**src/rtl/imm_enc_if.sv**
```systemverilog
// Request/response bundle for the immediate encoder: request in, encoded
// instruction word out, each side with its own valid/ready handshake.
interface imm_enc_if;
  logic        in_valid;
  logic        in_ready;
  logic [2:0]  imm_sel;
  logic [31:0] imm;
  logic [31:0] base_inst;
  logic        out_valid;
  logic        out_ready;
  logic [31:0] inst;
  logic        err;

  modport master (
    output in_valid, imm_sel, imm, base_inst, out_ready,
    input  in_ready, out_valid, inst, err
  );

  modport slave (
    input  in_valid, imm_sel, imm, base_inst, out_ready,
    output in_ready, out_valid, inst, err
  );
endinterface

```
**src/rtl/imm_enc.sv**
```systemverilog
// Pipelined RISC-V immediate encoder: scatters a signed immediate into the
// instruction bit positions of the selected format, flags unrepresentable values.
module imm_enc (
  input  logic        clk,
  input  logic        rst,
  imm_enc_if.slave    bus,
  input  logic        err_clr,
  output logic [15:0] err_count
);

  typedef enum logic [2:0] {
    FMT_I      = 3'b000,
    FMT_I_LOAD = 3'b001,
    FMT_S      = 3'b010,
    FMT_I_JALR = 3'b011,
    FMT_J      = 3'b100,
    FMT_B      = 3'b110
  } fmt_e;

  logic        s1_valid;
  logic [2:0]  s1_sel;
  logic [31:0] s1_imm;
  logic [31:0] s1_base;

  logic        accept;
  logic        s2_load;
  logic        deliver;
  logic [31:0] enc_inst;
  logic        enc_err;

  assign bus.in_ready = !(s1_valid && bus.out_valid && !bus.out_ready);
  assign accept       = bus.in_valid && bus.in_ready;
  assign s2_load      = s1_valid && (!bus.out_valid || bus.out_ready);
  assign deliver      = bus.out_valid && bus.out_ready;

  // Range check means "upper bits are a pure sign extension": all ones or all zeros.
  always_comb begin
    enc_inst = s1_base;
    enc_err  = 1'b0;
    case (s1_sel)
      FMT_I, FMT_I_LOAD, FMT_I_JALR: begin
        enc_inst = {s1_imm[11:0], s1_base[19:0]};
        enc_err  = !((&s1_imm[31:11]) || !(|s1_imm[31:11]));
      end
      FMT_S: begin
        enc_inst = {s1_imm[11:5], s1_base[24:12], s1_imm[4:0], s1_base[6:0]};
        enc_err  = !((&s1_imm[31:11]) || !(|s1_imm[31:11]));
      end
      FMT_B: begin
        enc_inst = {s1_imm[12], s1_imm[10:5], s1_base[24:12],
                    s1_imm[4:1], s1_imm[11], s1_base[6:0]};
        enc_err  = !((&s1_imm[31:12]) || !(|s1_imm[31:12])) || s1_imm[0];
      end
      FMT_J: begin
        enc_inst = {s1_imm[20], s1_imm[10:1], s1_imm[11], s1_imm[19:12], s1_base[11:0]};
        enc_err  = !((&s1_imm[31:20]) || !(|s1_imm[31:20])) || s1_imm[0];
      end
      default: begin
        enc_inst = s1_base;
        enc_err  = 1'b1;
      end
    endcase
  end

  always_ff @(posedge clk or posedge rst) begin
    if (rst) begin
      s1_valid <= 1'b0;
      s1_sel   <= '0;
      s1_imm   <= '0;
      s1_base  <= '0;
    end else if (accept) begin
      s1_valid <= 1'b1;
      s1_sel   <= bus.imm_sel;
      s1_imm   <= bus.imm;
      s1_base  <= bus.base_inst;
    end else if (s2_load) begin
      s1_valid <= 1'b0;
    end
  end

  // inst/err are only rewritten on a load, so they hold while stalled.
  always_ff @(posedge clk or posedge rst) begin
    if (rst) begin
      bus.out_valid <= 1'b0;
      bus.inst      <= '0;
      bus.err       <= 1'b0;
    end else if (s2_load) begin
      bus.out_valid <= 1'b1;
      bus.inst      <= enc_inst;
      bus.err       <= enc_err;
    end else if (bus.out_ready) begin
      bus.out_valid <= 1'b0;
    end
  end

  always_ff @(posedge clk or posedge rst) begin
    if (rst) begin
      err_count <= '0;
    end else if (err_clr) begin
      err_count <= '0;
    end else if (deliver && bus.err && (err_count != '1)) begin
      err_count <= err_count + 16'd1;
    end
  end

endmodule
```
**src/flat_wrapper.sv**
```systemverilog
// flat-port wrapper written by rule: the top's interface ports become plain ports
module imm_enc_flat 
  (clk, rst, err_clr, err_count, bus_in_valid, bus_imm_sel, bus_imm, bus_base_inst, bus_out_ready, bus_in_ready, bus_out_valid, bus_inst, bus_err);
  imm_enc_if bus_i ();
  input  logic clk;
  input  logic rst;
  input  logic err_clr;
  output logic [15:0] err_count;
  input wire logic [$bits(bus_i.in_valid)-1:0] bus_in_valid;
  input wire logic [$bits(bus_i.imm_sel)-1:0] bus_imm_sel;
  input wire logic [$bits(bus_i.imm)-1:0] bus_imm;
  input wire logic [$bits(bus_i.base_inst)-1:0] bus_base_inst;
  input wire logic [$bits(bus_i.out_ready)-1:0] bus_out_ready;
  output wire logic [$bits(bus_i.in_ready)-1:0] bus_in_ready;
  output wire logic [$bits(bus_i.out_valid)-1:0] bus_out_valid;
  output wire logic [$bits(bus_i.inst)-1:0] bus_inst;
  output wire logic [$bits(bus_i.err)-1:0] bus_err;
  assign bus_i.in_valid = bus_in_valid;
  assign bus_i.imm_sel = bus_imm_sel;
  assign bus_i.imm = bus_imm;
  assign bus_i.base_inst = bus_base_inst;
  assign bus_i.out_ready = bus_out_ready;
  assign bus_in_ready = bus_i.in_ready;
  assign bus_out_valid = bus_i.out_valid;
  assign bus_inst = bus_i.inst;
  assign bus_err = bus_i.err;
  imm_enc u_core (.clk(clk), .rst(rst), .bus(bus_i), .err_clr(err_clr), .err_count(err_count));
endmodule
```
**config.mk**
```make
export PLATFORM = sky130hd
export DESIGN_NAME = imm_enc_flat
export DESIGN_NICKNAME = d
export VERILOG_FILES = /design/src/rtl/imm_enc_if.sv /design/src/rtl/imm_enc.sv /design/src/flat_wrapper.sv
export SDC_FILE = /design/constraint.sdc
export NUM_CORES = 1
export LEC_CHECK = 0
export ABC_AREA = 0
export BUFFER_PORTS_ARGS = -buffer_cell sky130_fd_sc_hd__buf_2
export CAP_MARGIN = 5
export CELL_PAD_IN_SITES_DETAIL_PLACEMENT = 1
export CELL_PAD_IN_SITES_GLOBAL_PLACEMENT = 2
export CORE_UTILIZATION = 33
export CTS_BUF_LIST = sky130_fd_sc_hd__clkbuf_4
export DETAILED_ROUTE_END_ITERATION = 16
export MAX_ROUTING_LAYER = met4
export PLACE_DENSITY_LB_ADDON = 0.08
export SETUP_SLACK_MARGIN = 0.05
export SYNTH_ARGS = -nofsm -noshare
export SYNTH_HDL_FRONTEND = slang
export SYNTH_SLANG_ARGS = --single-unit
```
**constraint.sdc**
```tcl
create_clock -name clk -period 4.45 [get_ports clk]
set_input_delay 1.335 -clock clk [delete_from_list [all_inputs] [get_ports clk]]
set_output_delay 1.335 -clock clk [all_outputs]
set_load 0.02 [all_outputs]
```
==> run metrics <==
Post-synth top cells=dfrtp_1, mux2_2, nand2_1, mux2i_1, o21ai_0; initial antenna violation count=3; Worst Hold Launch=u_core.bus.inst[30]; DR pass1 iterations=4; Final GP Congestion=0.702; Chip Width=127 um; post-synthesis sequential element count=118; hold crit path type=flip-flop to flip-flop; DR iter-0 viols=79; Critical Path Fanout Max=4; Routed WL=12100 um; std cell rows=45; Core ar.=15200 um^2; Yosys top cell by area=dfrtp_1; Final Hold Fails=0; sequential area share after synthesis=57.6%; fraction of registers with async set/reset=100%; maxcap violations=0; Final Slew Violations=0; worst slew pin tran=969 ps; worst slack, placed=1200 ps; Most used DFF post-synth=dfrtp_1; Mapped Nets=477; placed cell areas=5920 um^2; crit path launch type=primary input; root buffer cell=clkbuf_4; most common cell in the netlist=dfrtp_1; P_leak=2.83 nW; post-route cell area=6250 um^2; antenna viol nets, final=0; post-DP HPWL=8380 um; Cell variety after synth=41; Peak Freq=307 MHz; Avg Inst Size Synth=12.7 um^2; final worst slack=1190 ps; Post-Route Utilization=41.1%; period utilization=73.2%; Layout Nets=599; status=complete, no violations; Crit Path Class=primary input to primary output; hold buffer count at CTS=0; number of flops mapped to enable cells by yosys=0; top cell type's share of synthesized area=57.6%; critical path arrival=1920 ps; Setup violations, final=0; Cell Pwr Density=442 nW/um^2; endpoint class of the critical path=primary output; Clk pin slew, worst setup/hold paths=110 ps; vias=3571; first-pass GRT wire length=20300 um; r2r startpoint=u_core.s1_sel[2]; Initial Utilization=33.7%; Max VDD drop=0.000176 V; worst hold slack=486 ps; clock skew=15.0 ps; setup TNS=0 ps; Via density=4.89; H-tree depth=4; minimum clock period=3260 ps; Cells after Synth=404; Setup Buffers After CTS=0; layout cells sized above 1=44.7%; Remaining DRCs=0; top cells by area, synth=dfrtp_1, mux2_2, mux2i_1, nand2_1, o21ai_0; clk sinks=118; grt ovf=0; RSZ-0062 raised after global routing=false; CTS tree=built; Req. time, crit path=3120 ps; pin count of the biggest net entering global routing=68; Num CTS Buffers=17; Clk Latency, worst-skew pair=530 ps; Rel. slew slack=35.1%; Die H=127 um; synth warn=0; Crit. Startpoint=bus_out_ready; clock buffer depth=2; Tot GR Track Use=17.2%; Die Area=16000 um^2; Routed WL per cell=16.6 um; quantity of gates resized following cts=0; number of global-route vias before repair=3936; Post-Syn Area=5130 um^2; I/O pin total=123; Port Buf Inserts=122; Area Growth Syn to Fin=21.9%
-- logic make-up after synthesis --
group | count (synthesis) | share of synthesized area, %
xor+xnor | 14 | 2.39
mux | 101 | 21.5
simple gates | 97 | 9.74
compound gates | 46 | 6.10
buf+inv | 27 | 2.39
fa+ha+maj | 1 | 0.244
flops | 118 | 57.6
-- final timing paths --
path | endpoint | slack (ps) | depth (start not counted)
max in group asynchronous | u_core.s1_base[2] | 2510 | 3
worst max register to register | u_core.bus.err | 2220 | 5
min in group asynchronous | u_core.err_count[13] | 990 | 2
worst max-delay path | bus_in_ready | 1190 | 3
worst min register to register | u_core.bus.inst[30] | 490 | 2
worst min-delay path | u_core.bus.inst[30] | 490 | 2
-- cell usage in the layout, fill, tap and decap left out, types with 2 or more instances in the layout --
| master | netlist | layout |
|---|---|---|
| nand2b_1 | 4 | 4 |
| and4_1 | 3 | 3 |
| a2111oi_4 | 2 | 2 |
| nand4_1 | 9 | 9 |
| nor2_1 | 19 | 19 |
| nand2_1 | 35 | 33 |
| xnor2_1 | 13 | 13 |
| mux2_2 | 75 | 75 |
| inv_1 | 5 | 4 |
| mux2i_1 | 26 | 26 |
| o21ai_0 | 26 | 26 |
| diode_2 | 0 | 3 |
| nor2b_1 | 2 | 2 |
| buf_4 | 0 | 2 |
| nor4_1 | 8 | 8 |
| a21oi_1 | 7 | 7 |
| bufinv_16 | 0 | 4 |
| buf_2 | 5 | 122 |
| nand3_1 | 5 | 5 |
| clkinv_2 | 0 | 4 |
| a211oi_1 | 3 | 3 |
| dfrtp_1 | 118 | 118 |
| nor3_1 | 3 | 3 |
| clkbuf_4 | 0 | 18 |
| clkinvlp_4 | 0 | 5 |
-- routing by layer --
metal	up-vias	track usage [%]	routed length (um)
li1	1685	-	-
met1	1791	20.7	5380
met2	82	27.4	6030
met3	13	4.81	548
met4	0	7.14	163
met5	-	-	0
-- metrics by stage --
step / total power [mW] / instances
finish: 2.76 / 730
global route: 2.94 / 730
CTS: 2.82 / 727
detailed placement: 1.93 / 695
global placement: 1.91 / 695
floorplan: 1.72 / 404
-- worst max-delay path, cell delays in order --
cell and delay, ps:
buf_2 110, nand3b_1 250, buf_2 220
-- state kept, by name, summed over array words and instances, names as in the netlist --
name                  flops
u_core.s1_valid           1
u_core.s1_sel             3
u_core.bus.err            1
u_core.s1_base           32
u_core.bus.inst          32
u_core.err_count         16
u_core.bus.out_valid      1
u_core.s1_imm            32
-- final cells by class --
type,count,area [um^2]
Antenna cell,3,7.51
Clock buffer,18,135
Clock inverter,14,183
Fill cell,1686,8950
Inverter,5,22.5
Multi-Input combinational cell,259,2070
Sequential cell,118,2950
Tap cell,188,235
Timing Repair Buffer,125,646
-- power breakdown --
part	switching, mW	leakage, nW	total, mW	internal (mW)
combinational	0.298	1.24	0.540	0.242
sequential	0.114	1.43	1.35	1.24
clock	0.420	0.162	0.867	0.447
Note: power is estimated with default switching activity, not from simulation.
